$ cat src/rtl/stopwatch_disp_pkg.sv
// Shared constants and helpers for the stopwatch MM.SS seven-segment display mux.
// Segment bytes are active low in {dp,g,f,e,d,c,b,a} order; anodes are active low.
package stopwatch_disp_pkg;

    localparam logic [7:0] SEG_0    = 8'hC0;
    localparam logic [7:0] SEG_1    = 8'hF9;
    localparam logic [7:0] SEG_2    = 8'hA4;
    localparam logic [7:0] SEG_3    = 8'hB0;
    localparam logic [7:0] SEG_4    = 8'h99;
    localparam logic [7:0] SEG_5    = 8'h92;
    localparam logic [7:0] SEG_6    = 8'h82;
    localparam logic [7:0] SEG_7    = 8'hF8;
    localparam logic [7:0] SEG_8    = 8'h80;
    localparam logic [7:0] SEG_9    = 8'h90;
    localparam logic [7:0] SEG_DASH = 8'hBF;
    localparam logic [7:0] SEG_OFF  = 8'hFF;

    localparam logic [3:0] AN_OFF      = 4'b1111;
    localparam logic [3:0] AN_MIN_TENS = 4'b0111;
    localparam logic [3:0] AN_MIN_ONES = 4'b1011;
    localparam logic [3:0] AN_SEC_TENS = 4'b1101;
    localparam logic [3:0] AN_SEC_ONES = 4'b1110;

    localparam logic [5:0] MAX_FIELD = 6'd59;

    // Scan index doubles as the FSM state; the encoding is the digit slot number.
    typedef enum logic [1:0] {
        IDX_MIN_TENS = 2'd0,
        IDX_MIN_ONES = 2'd1,
        IDX_SEC_TENS = 2'd2,
        IDX_SEC_ONES = 2'd3
    } scan_idx_e;

    typedef struct packed {
        scan_idx_e idx;
        logic      blank_phase;
    } scan_state_t;

    function automatic logic [3:0] bcd_tens(input logic [5:0] v);
        return 4'(v / 6'd10);
    endfunction

    function automatic logic [3:0] bcd_ones(input logic [5:0] v);
        return 4'(v % 6'd10);
    endfunction

endpackage

$ cat src/rtl/stopwatch_display_mux_seg_decoder.sv
// Combinational digit-to-segment decoder; returns the seven active-low segments {g..a}.
// Dash overrides the digit; codes above 9 decode to all segments off.
module seg_decoder
    import stopwatch_disp_pkg::*;
(
    input  logic [3:0] digit_i,
    input  logic       dash_i,
    output logic [6:0] pattern_o
);

    always_comb begin
        pattern_o = SEG_OFF[6:0];
        if (dash_i) begin
            pattern_o = SEG_DASH[6:0];
        end else begin
            case (digit_i)
                4'd0:    pattern_o = SEG_0[6:0];
                4'd1:    pattern_o = SEG_1[6:0];
                4'd2:    pattern_o = SEG_2[6:0];
                4'd3:    pattern_o = SEG_3[6:0];
                4'd4:    pattern_o = SEG_4[6:0];
                4'd5:    pattern_o = SEG_5[6:0];
                4'd6:    pattern_o = SEG_6[6:0];
                4'd7:    pattern_o = SEG_7[6:0];
                4'd8:    pattern_o = SEG_8[6:0];
                4'd9:    pattern_o = SEG_9[6:0];
                default: pattern_o = SEG_OFF[6:0];
            endcase
        end
    end

endmodule

$ cat src/rtl/stopwatch_display_mux.sv
// Four-digit MM.SS multiplexer: one digit per refresh tick, frame-coherent snapshot,
// and blinking of the field under adjustment.
module stopwatch_display_mux
    import stopwatch_disp_pkg::*;
#(
    parameter int unsigned REFRESH_DIV = 100000,
    parameter int unsigned BLINK_DIV   = 25000000
) (
    input  logic       clk,
    input  logic       rst,
    input  logic [5:0] mincounter,
    input  logic [5:0] seccounter,
    input  logic       adj,
    input  logic       sel,
    output logic [3:0] an,
    output logic [7:0] seg
);

    localparam int unsigned RW = (REFRESH_DIV > 2) ? $clog2(REFRESH_DIV) : 1;
    localparam int unsigned BW = (BLINK_DIV > 2) ? $clog2(BLINK_DIV) : 1;
    localparam logic [RW-1:0] REFRESH_LAST = RW'(REFRESH_DIV - 1);
    localparam logic [BW-1:0] BLINK_LAST   = BW'(BLINK_DIV - 1);

    logic [RW-1:0] refresh_q;
    logic [BW-1:0] blink_q;
    scan_state_t   scan_q;
    logic [5:0]    snap_min_q;
    logic [5:0]    snap_sec_q;
    logic [3:0]    an_q;
    logic [7:0]    seg_q;

    logic          tick;
    logic          blink_wrap;
    scan_idx_e     idx_next;
    logic [5:0]    digit_val;
    logic          take_tens;
    logic          dp_on;
    logic          sec_field;
    logic [3:0]    an_slot;
    logic [3:0]    dec_digit;
    logic          dec_dash;
    logic [6:0]    dec_pattern;
    logic [3:0]    an_d;
    logic [7:0]    seg_d;

    assign tick       = (refresh_q == REFRESH_LAST);
    assign blink_wrap = (blink_q == BLINK_LAST);

    // Slot 0 reads the live minutes because the snapshot is only being loaded on that edge.
    always_comb begin
        idx_next  = scan_idx_e'(scan_q.idx + 2'd1);
        digit_val = snap_sec_q;
        take_tens = 1'b0;
        dp_on     = 1'b0;
        sec_field = 1'b1;
        an_slot   = AN_SEC_ONES;
        case (idx_next)
            IDX_MIN_TENS: begin
                digit_val = mincounter;
                take_tens = 1'b1;
                sec_field = 1'b0;
                an_slot   = AN_MIN_TENS;
            end
            IDX_MIN_ONES: begin
                digit_val = snap_min_q;
                dp_on     = 1'b1;
                sec_field = 1'b0;
                an_slot   = AN_MIN_ONES;
            end
            IDX_SEC_TENS: begin
                digit_val = snap_sec_q;
                take_tens = 1'b1;
                an_slot   = AN_SEC_TENS;
            end
            default: begin
                digit_val = snap_sec_q;
                an_slot   = AN_SEC_ONES;
            end
        endcase
        dec_digit = take_tens ? bcd_tens(digit_val) : bcd_ones(digit_val);
        dec_dash  = (digit_val > MAX_FIELD);
    end

    seg_decoder u_seg_decoder (
        .digit_i   (dec_digit),
        .dash_i    (dec_dash),
        .pattern_o (dec_pattern)
    );

    always_comb begin
        an_d  = an_slot;
        seg_d = {~dp_on, dec_pattern};
        if (adj && scan_q.blank_phase && (sec_field == sel)) begin
            an_d  = AN_OFF;
            seg_d = SEG_OFF;
        end
    end

    always_ff @(posedge clk) begin
        if (rst) begin
            refresh_q          <= '0;
            blink_q            <= '0;
            scan_q.idx         <= IDX_SEC_ONES;
            scan_q.blank_phase <= 1'b0;
            snap_min_q         <= '0;
            snap_sec_q         <= '0;
            an_q               <= AN_OFF;
            seg_q              <= SEG_OFF;
        end else begin
            refresh_q <= tick ? '0 : refresh_q + RW'(1);
            if (blink_wrap) begin
                blink_q            <= '0;
                scan_q.blank_phase <= ~scan_q.blank_phase;
            end else begin
                blink_q <= blink_q + BW'(1);
            end
            if (tick) begin
                scan_q.idx <= idx_next;
                an_q       <= an_d;
                seg_q      <= seg_d;
                if (idx_next == IDX_MIN_TENS) begin
                    snap_min_q <= mincounter;
                    snap_sec_q <= seccounter;
                end
            end
        end
    end

    assign an  = an_q;
    assign seg = seg_q;

endmodule

$ cat config.mk
export PLATFORM = sky130hd
export DESIGN_NAME = stopwatch_display_mux
export DESIGN_NICKNAME = d
export VERILOG_FILES = /design/src/rtl/stopwatch_disp_pkg.sv /design/src/rtl/stopwatch_display_mux_seg_decoder.sv /design/src/rtl/stopwatch_display_mux.sv
export SDC_FILE = /design/constraint.sdc
export NUM_CORES = 1
export LEC_CHECK = 0
export CAP_MARGIN = 40
export CORE_UTILIZATION = 58
export DETAILED_ROUTE_END_ITERATION = 7
export GPL_ROUTABILITY_DRIVEN = 0
export PLACE_DENSITY = 0.84
export SLEW_MARGIN = 20
export SYNTH_ARGS = -nofsm -noshare
export SYNTH_HDL_FRONTEND = slang
export SYNTH_SLANG_ARGS = --single-unit
$ cat constraint.sdc
create_clock -name clk -period 4.45 [get_ports clk]
set_input_delay 0.445 -clock clk [delete_from_list [all_inputs] [get_ports clk]]
set_output_delay 0.445 -clock clk [all_outputs]
set_load 0.01 [all_outputs]
# ---- Word level (Yosys, flattened, before mapping)
# Memory sizes are Yosys's and may differ from the RTL's.
# Cells that the tools add are included.
dict set report totals {
  mem_bits_ro 112
  word_cells 39
  latchBits 0
  n_memories 1
  mem_bits_rw 0
  reg_bits 69
  out_inout_bits 12
}
dict set report classes {
  shift 0
  n_div 2
  reduce_logical 8
  mux 9
  n_eq_ne 5
  bitwise 2
  n_mul 0
  addsub 3
  order_cmp 1
}
# memory depth word_bits read_ports rd_clocked_by_memory_dff write_ports line_no
set mem_list {}
lappend mem_list {{(name not given)} 16 7 1 0 0 stopwatch_display_mux_seg_decoder.sv:16} ;# case (digit_i)
# operator n
set op_table {}
lappend op_table {{$add 25x1->25 const B} 1}
lappend op_table {{$eq 25x25->1 const B} 1}
lappend op_table {{$add 17x1->17 const B} 1}
lappend op_table {{$eq 17x17->1 const B} 1}
lappend op_table {{$pmux 4 s3} 1}
lappend op_table {{$pmux 6 s2} 1}
lappend op_table {{$mux 4} 2}
lappend op_table {{$mux 8} 1}
lappend op_table {{$reduce_or 2->1} 4}
lappend op_table {{$mux 7} 1}
lappend op_table {{$div 6x4->6 const B} 1}
lappend op_table {{$gt 6x6->1 const B} 1}
lappend op_table {{$mod 6x4->6 const B} 1}
lappend op_table {{$mux 1} 3}
lappend op_table {{$add 2x1->2 const B} 1}
lappend op_table {{$eq 2x1->1 const B} 1}
lappend op_table {{$eq 2x2->1 const B} 1}
lappend op_table {{$logic_and 1x1->1} 2}
lappend op_table {{$logic_not 2->1} 1}
lappend op_table {{$not 1->1} 2}
lappend op_table {{$reduce_and 2->1} 1}
lappend op_table {{$eq 1x1->1} 1}

# ---- Longest topological paths before layout
# Gate-level depths: netlist (run 1).
# An unclocked memory read counts as a cell.
dict set report logic_depth {
  depth_word 8
  depth_mapped 18
  mapped_depth_nobuf 17
}

# ---- Hierarchy
# A second synthesis (run 1) with hierarchy kept.
dict set report unflattened {
  hier_cells 428
  area_unflattened_um2 3502.1
}
# mod instances area_each_um2 cells_each
set modules_own_cells {}
lappend modules_own_cells {stopwatch_display_mux 1 3265.6 394}
lappend modules_own_cells {seg_decoder 1 236.5 34}

# ---- Least setup slack after synthesis (run 1)
# No wires, ideal clock.
dict set report synth_path {
  path_kind {reg-to-reg}
  start {register scan_q[1] (netlist name)}
  end {register seg_q[4], in the netlist seg[4]}
  required_ns 4.384
  path_slack_ns 0.761
  stages_incl_launch_ff 17
  arrival_ns 3.623
  cell_sequence {dfxtp_1 > inv_1 > ha_1 > buf_2 > a221oi_1 > nor2_1 > ha_1 > a21boi_0 > o21ai_0 > nand3b_1 > and4_1 > a211oi_1 > inv_1 > ha_1 > a2bb2oi_2 > a32o_1 > a21oi_2}
}
dict set report synth_between {
  elab_chain_cells 8
  word_cells_on_any_way 18
  cone_classes {1 x add/sub; 2 x div; 1 x order compare; 3 x eq/ne; 6 x mux; 4 x reduce/logical; 1 x memory}
}
# item line_no
set synth_lines {}
lappend synth_lines {{from (decl)} stopwatch_display_mux.sv:26} ;# scan_state_t scan_q;
lappend synth_lines {{$add 2x1->2 *} stopwatch_display_mux.sv:51} ;# idx_next = scan_idx_e'(scan_q.idx + 2'd1);
lappend synth_lines {{named net idx_next[0]} stopwatch_display_mux.sv:34} ;# scan_idx_e idx_next;
lappend synth_lines {{$eq 2x1->1 (tied with other cells)} stopwatch_display_mux.sv:57} ;# case (idx_next)
lappend synth_lines {{$pmux 6 s2 or $reduce_or 2->1 (tied branches)} -}
lappend synth_lines {{$mod 6x4->6 (tied with other cells)} stopwatch_disp_pkg.sv:44} ;# return 4'(v % 6'd10);
lappend synth_lines {{$mux 4} stopwatch_display_mux.sv:80} ;# dec_digit = take_tens ? bcd_tens(digit_val) : bcd_ones(digit_val);
lappend synth_lines {{$mem_v2 16x7} -}
lappend synth_lines {{$mux 7} stopwatch_display_mux_seg_decoder.sv:13} ;# if (dash_i) begin
lappend synth_lines {{$mux 8 *} stopwatch_display_mux.sv:93} ;# if (adj && scan_q.blank_phase && (sec_field == sel)) begin
lappend synth_lines {{to (signal assigned)} stopwatch_display_mux.sv:120} ;# seg_q <= seg_d;
lappend synth_lines {{to (decl)} stopwatch_display_mux.sv:30} ;# logic [7:0] seg_q;
# Mark *: on every way through the listed nets, which the timed path passes. The rest lies on a longest branch.
# A chain may end at the register's enable or synchronous reset.

# ---- Final worst setup path (run 1)
dict set report layout_path {
  start {register scan_q[1] (netlist name)}
  end {register seg_q[4], in the netlist seg[4]}
}
dict set report layout_between {
  elab_chain_cells 8
  word_cells_on_any_way 18
  cone_classes {1 x add/sub; 2 x div; 1 x order compare; 3 x eq/ne; 6 x mux; 4 x reduce/logical; 1 x memory}
}
# item line_no
set layout_lines {}
lappend layout_lines {{$add 2x1->2 *} stopwatch_display_mux.sv:51}
lappend layout_lines {{$eq 2x1->1 (tied with other cells)} stopwatch_display_mux.sv:57}
lappend layout_lines {{$pmux 6 s2 or $reduce_or 2->1 (tied branches)} -}
lappend layout_lines {{$mod 6x4->6 (tied with other cells)} stopwatch_disp_pkg.sv:44}
lappend layout_lines {{$mux 4} stopwatch_display_mux.sv:80}
lappend layout_lines {{$mem_v2 16x7} -}
lappend layout_lines {{$mux 7} stopwatch_display_mux_seg_decoder.sv:13}
lappend layout_lines {{$mux 8 *} stopwatch_display_mux.sv:93}
# Mark *: on every way between the ends. The rest lies on a longest branch, timed or not.

==> reports/results.txt, run 1 <==
In this run the worst hold path is classified as register to register. The leakage power was 1.438 nW; the wire length of the first global-routing pass was 12010 um. The logs give 68 for the TritonCTS sink count and 0 for the number of endpoints with negative hold slack in the final report. Across all register-to-register paths, the minimum setup slack is 500 ps.

The tools report the kind of end point of the critical path as a register. The routed length per instance was 13.72 um. For this block, the routed nets add up to 7092 um of wire. The count of cells in the finished layout, fillers not included, comes to 517. The floorplan has 27 rows.

Clock latency on the worst-skew pair, taken at its later pin, is 340 ps. For the finished layout, the period the worst path requires is 3947 ps. For the number of nets in the layout, the log shows 470. In this run the power density over the cells is 308.0 mW/mm^2. The peak ir drop on the vdd network came out at 216.8 uV. The number of antenna diodes in the final layout is 0. Of the synthesized area, sequential elements account for 39.21%. The buffer type at the clock tree root was clkbuf_8. The flip-flop and latch count after synthesis came out at 68. With fillers left out, the area of the finished cells amounts to 0.003936 sq mm. The post-detailed-route count of antenna-violating nets is 0, and the slew of the pin with the lowest slew margin is 770.8 ps. Compared with the post-synthesis result, the final layout area differs by 13.37%. Measured against its own limit, the worst slew margin works out to 48.45%. 28 I/O pins were placed. The count of buffers inserted at the top-level ports is 27, and the maximum operating frequency is 0.2534 GHz.

The start point of the worst hold path was refresh_q[0]. After detailed routing, the number of remaining DRC violations is 0. Setup repair after global routing left no endpoint under its margin.

The tools report the capturing point of the worst reg2reg path as seg[4]. By area the synthesized netlist is led by dfxtp_1 39%, nor2_1 6.6%, nand2_1 5.6%, xor2_1 5.3%, ha_1 4.7%. The flow ran to the end, and the final reports show no timing, DRC or antenna violations.

For the number of antenna violations at the first check in global routing, the log shows 0. After layout, the worst path uses 88.69% of the clock period. The clock transition time at the flip-flop clock pins of the worst setup and hold paths works out to 70 ps. The run gives 61.54% as the initial core utilization.

Before antenna repair, the detailed router went through 4 iterations. STA classifies the critical path startpoint as a register. The max-slew violation count was 0; the count of routing violations after the opening detailed-route iteration was 167.

The total nets after synthesis is 450, and the share of flip-flops with an asynchronous set or reset after synthesis is 0%. The cell depth of the worst hold path was 1; the pin count of the biggest net entering global routing was 28. The startpoint identified for the worst register-to-register timing path is scan_q[1]. The final clock skew came out at 13.71 ps. In this run the cell area measured after placement is 0.003737 sq mm. Among all flip-flop cells after synthesis, the most frequent one is dfxtp_1. The core region is 0.005642 sq mm.

Instance count of the mapped netlist: 421. The average instance in the mapped netlist occupies 8.247 sq um. The number of buffers on the longest clock path is 2. The worst setup path is of the register to register kind.

The number of clock buffers added by TritonCTS is 9. Across all layers, the routed design uses 2944 vias. The number of buffers added to fix hold violations after cts is 0.

The die covers 0.006300 sq mm. Summed over all nets, the half-perimeter wirelength after detailed placement is 5143 um. In this run the number of H-tree levels came out at 3. The worst reg-to-reg path cell count is 16.

The total congestion overflow after global routing is 0, and the smallest hold slack is 454.2 ps. The number of enable flip-flop cells after synthesis came out at 0. TritonCTS built the clock tree.

The die width was 79.37 um; the critical path required time was 4730 ps. Summed over all failing endpoints, the final setup total negative slack is 0 ps. The y dimension of the die came out at 79.37 um. Including well taps, the total number of placed cells is 502. The via count of the first global-routing pass is 2764, and the total number of yosys warnings is 0. Summing every instance area after synthesis gives 0.003472 sq mm. For the aggregate global-route resource usage, the log shows 24.41%. Of all cell types, the one taking the most synthesized area is dfxtp_1. The tools report the data arrival time of the critical path as 4220 ps.

The worst hold path terminates at refresh_q[0]. The final core area utilization is 69.77%, and the final count of negative-setup-slack endpoints is 0. The share of post-route cells with drive strength above 1 came out at 7.640%. Max-cap violations in this run came to 0. Area share of the largest cell type after synthesis: 39.21%. Of all nets on the critical path, the largest fanout is 14. The number of distinct library cell variants in the gate-level netlist after synthesis was 58. Using the TritonRoute via totals, the vias-per-cell ratio works out to 5.694.
==> layout make-up <==
type                       count  area, sq um
tap                           72        90.09
sequential                    68         1361
multi-input combinational    321         1968
timing repair buffer          28        277.8
fill                         440         1705
clock buffer                  10        137.6
inverter                      13        48.80
clock inverter                 5        52.55
==> how the worst max path moves through the flow <==
stage	startpoint	slack [ps]	to
final	scan_q[1]	500	seg[4]
after global routing	scan_q[1]	160	seg[4]
after CTS	scan_q[1]	390	seg[4]
after detailed placement	scan_q[1]	420	seg[4]
after global placement	scan_q[1]	630	seg[4]
after floorplan	scan_q[1]	760	seg[4]
==> where the power goes <==
part / switching (mW) / internal, mW
Combinational: 0.0567 / 0.0483
Clock: 0.222 / 0.268
Sequential: 0.00419 / 0.613
Total: 0.283 / 0.929
==> layer usage <==
layer | share of wire [%] | track usage [%] | vias up | routed length, um
li1 | - | - | 1489 | -
met1 | 45 | 29.12 | 1362 | 3211
met2 | 48 | 41.12 | 74 | 3434
met3 | 3.8 | 6.629 | 19 | 268
met4 | 2.5 | 10.36 | 0 | 177
met5 | 0 | 0 | - | 0
==> per-stage QoR <==
step | worst slack (ps) | total power [mW]
2_1_floorplan | 761.4 | 0.7020
3_3_place_gp | 625.5 | 0.7289
3_5_place_dp | 415.6 | 0.7343
4_1_cts | 387.4 | 1.218
5_1_grt | 161.8 | 1.265
6_report | 503.4 | 1.212
==> critical path: stages (launching register included) <==
cell       delay, ps
dfxtp_1          430
ha_1             580
a221oi_2         170
nor2_1           300
inv_1            130
ha_1             310
a21boi_0         140
o21ai_0          170
nand3b_1         200
and4_1           240
a211oi_1         210
buf_4            170
inv_1             60
ha_1             230
a2bb2oi_2        160
a32o_1           250
a21oi_2          120
==> synth_stat cells, types with 2 or more instances <==
cell / instances
a21oi_1: 27
a221o_1: 3
a221oi_2: 3
a22oi_1: 2
and2_1: 4
and3_1: 10
and4_1: 2
buf_1: 2
buf_2: 4
buf_6: 3
clkbuf_1: 9
dfxtp_1: 68
ha_1: 13
inv_1: 13
mux2_1: 2
mux2i_1: 3
nand2_1: 52
nand2b_1: 5
nand3_1: 27
nand4_1: 2
nor2_1: 61
nor2_2: 2
nor2b_1: 5
nor3_1: 7
nor4_1: 3
o2111ai_1: 2
o211ai_1: 5
o21ai_0: 9
or2_2: 4
or3_1: 6
xnor2_1: 16
xor2_1: 21
==> state kept, by name, indices dropped and copies added (netlist names) <==
signal      count
an              4
blink_q        25
refresh_q      17
scan_q          3
seg             7
snap_min_q      6
snap_sec_q      6
==> placed cells by master (no fill, tap or decap), drive strengths merged, types with 4 or more instances in the layout <==
cell type	instances
nand2b	5
xor2	21
and2	4
clkdlybuf4s50	27
or2	5
a221oi	4
ha	13
nor4	4
dfxtp	68
xnor2	16
nand3	27
nor2b	5
inv	13
or3	6
nand2	52
and3	10
nor2	63
o21ai	9
nor3	7
a21oi	28
o211ai	5
clkbuf	10
==> logic make-up (layout without fill, tap and decap cells) <==
logic type,Yosys count,count (layout),synth area share (%)
flops,68,68,39.21
mux,5,5,1.514
simple gates,197,197,26.81
buf+inv,32,56,4.360
xor+xnor,37,37,9.333
compound gates,69,69,14.09
fa+ha+maj,13,13,4.685
==> repair_timing <==
item / 4_1_cts / 5_1_grt
setup buffers: 0 / 0
gates resized for setup: 0 / 2
endpoints found under the setup margin: 0 / 1
endpoints found under the hold margin: 0 / 0
No activity file was read; power rests on OpenSTA's default activity.
==> run 2: changes to the inputs <==
--- a/config.mk
+++ b/config.mk
@@ -14,3 +14,4 @@
 export SYNTH_ARGS = -nofsm -noshare
 export SYNTH_HDL_FRONTEND = slang
 export SYNTH_SLANG_ARGS = --single-unit
+export TNS_END_PERCENT = 20
==> constraint.sdc (replaced) <==
create_clock -name clk -period 3.87 [get_ports clk]
set_input_delay 0.387 -clock clk [delete_from_list [all_inputs] [get_ports clk]]
set_output_delay 0.387 -clock clk [all_outputs]
set_load 0.01 [all_outputs]
==> reports/results.txt, run 2 (synthesis gave the netlist of run 1 again) <==
The run finished with clean final reports. Counting flops per register, the top entry is blink_q. The flip-flop count of the largest register, all copies and words added is 25, and the estimated wirelength of the detail-placed design is 5271 um. The tools report the number of I/O pins as 28.

The critical path goes through inv_1 -> ha_4 -> nor2b_1 -> nor2_2 -> inv_1 -> ha_1 -> a21boi_0 -> o21ai_0 -> nand3b_1 -> o21ba_2 -> o31a_1 -> inv_1 -> ha_1 -> a2bb2oi_2 -> a32o_1 -> a21oi_2. The finished layout holds 521 standard cells, fillers aside. In this run the standard cell core region covers 0.005642 sq mm. The critical path required time is 4160 ps, and the count of buffers inserted at the top-level ports is 27. In the final routed layout, each cell accounts on average for 13.91 um. The later pin in the worst-skew pair is clocked with a latency of 350 ps. For this block, the via count after detailed routing is 2963.

The routed design could run at a clock period as short as 3627 ps. In the layout the commonest cells are 68 x dfxtp_1, 60 x nor2_1, 52 x nand2_1. Setup violations remaining at the end of the flow were counted as 0.

In the routed layout, each cell is associated on average with a via count of 5.687. The type of the worst min-delay path is register to register. The H-tree generated during clock tree synthesis spans 3 levels. Number of buffers inserted by post-CTS setup repair: 0.

Cells with a size suffix above 1 make up 8.909% of the layout. The summed area of non-filler cells in the final layout was 0.003963 sq mm; the power density over the cells was 342.2 mW/mm^2. The logs give 0 for the max-capacitance violation count and 454.2 ps for the smallest hold slack. The logs give 0 for the number of antenna violations at the first check in global routing and 2 for the number of buffers on the longest clock path. Wire length of the first global-routing pass: 11980 um.

The floorplan step set the die width to 79.37 um. After clock tree synthesis, the flow added hold-fix buffers numbering 0. The number of nets in the layout came out at 473. Kind of end point of the critical path: a register. The aggregate global-route resource usage was 24.46%.

Dividing the final minimum period by the clock period gives 93.71%. In this run the worst path has a maximum fanout of 12. The tools report the critical path launch point type as a register. The number of CTS-inserted buffers is 9, and the data arrival time of the critical path is 3920 ps. Entering global routing, the biggest net connects 28 pins. The critical path is of the register to register type. The pre-antenna-repair detailed-routing pass consisted of 5 iterations. The floorplan step defined a die boundary enclosing 0.006300 sq mm. The logs give 2713 for the via count of the first global-routing pass and 0.003760 sq mm for the placed cell area.

Fill cells in the final layout number 433. The root buffer cell chosen for the clock tree is clkbuf_8. Most common library cell in the layout ignoring fill and taps: dfxtp_1. Timing would allow up to 0.2757 GHz. The repair_antennas step left the layout with diodes totalling 0. The area of all sequential standard cells is 0.001361 sq mm, and the count of routing violations after the opening detailed-route iteration is 183.

For this run, design rule violations remaining after detail routing come to 0. Summed over all cells, the static leakage comes to 1.444 nW. The peak ir drop on the vdd network was 296.6 uV; the TritonCTS sink count was 68.

On the final layout, the worst clock skew is 7.785 ps. TritonCTS built the clock tree. Most numerous cell on the critical path: inv_1.

The site row count is 27. For the post-placement cell count, the log shows 505. After routing, the total negative slack on setup checks comes to 0 ps.

The logs give 0 for the number of endpoints with negative hold slack in the final report and 7246 um for the total wirelength of the detailed-routed design. The slew of the pin with the lowest slew margin is 712.0 ps, and the clock transition time at the flip-flop clock pins of the worst setup and hold paths is 80 ps. The largest single stage delay on the critical path is 430 ps. Among all stages on the critical path, the largest delay is contributed by dfxtp_1.

Max-slew violation count: 0. From synthesis to final layout, the design area changed by 14.13%. The floorplan step set the die height to 79.37 um. For the post-detailed-route count of antenna-violating nets, the log shows 0. The worst pin sits at a relative slew slack of 52.38%.

For the combined area of the multi-input logic cells, the log shows 0.001986 sq mm. Summed over all layers, the global routing overflow is 0. Setup repair after global routing left no endpoint under its margin. For this configuration, the core starts out at a cell density of 61.54%.
-- run 2: per-stage QoR --
stage | setup WS (ps) | power, mW | util [%]
global route | 6.716 | 1.406 | 70.24
finish | 243.3 | 1.356 | 70.24
CTS | 78.51 | 1.359 | 69.93
global placement | 201.2 | 0.8381 | 66.64
detailed placement | 31.75 | 0.8425 | 66.64
floorplan | 181.4 | 0.8072 | -
-- run 2: area by class of cell --
| cell class | instances | share of cell area (%) |
|---|---|---|
| tap | 72 | 2.273 |
| inverter | 13 | 1.231 |
| timing repair buffer | 31 | 7.578 |
| clock inverter | 6 | 0.9788 |
| sequential | 68 | 34.35 |
| clock buffer | 10 | 3.473 |
| multi-input combinational | 321 | 50.11 |
-- run 2: critical path, delay by kind of cell, from the launching register on --
family / cells / cell delay [ps]
AOI/OAI and AO/OA: 7 / 1400
adders and majority gates: 3 / 810
and+or+nand+nor: 3 / 600
DFF: 1 / 430
buffers and inverters: 3 / 320
-- run 2: what timing repair did --
action	in CTS	in global routing
pin swaps	0	2
setup endpoints to repair	1	6
gates resized for setup	2	3
cloned	0	0
-- run 2: per-layer routing --
| layer | up-vias | track usage [%] | wire length [um] |
|---|---|---|---|
| met5 | - | 0 | 0 |
| met4 | 0 | 8.727 | 106 |
| met3 | 18 | 6.171 | 361 |
| met2 | 98 | 42.07 | 3488 |
| met1 | 1355 | 29.40 | 3290 |
| li1 | 1492 | - | - |
-- run 2: path summary, 6_finish.rpt --
kind                              startpoint      endpoint  slack (ps)  cells after the start
worst min register to register  refresh_q[0]  refresh_q[0]         450                      1
worst max-delay path               scan_q[1]        seg[4]         240                     16
worst min-delay path            refresh_q[0]  refresh_q[0]         450                      1
worst max register to register     scan_q[1]        seg[4]         240                     16
-- run 2: where the power goes --
group | switching, mW | total, mW | leakage, nW | internal [mW]
Combinational | 0.0647 | 0.121 | 0.806 | 0.0558
Sequential | 0.00506 | 0.710 | 0.549 | 0.705
Clock | 0.277 | 0.526 | 0.0885 | 0.248
Total | 0.347 | 1.36 | 1.44 | 1.01
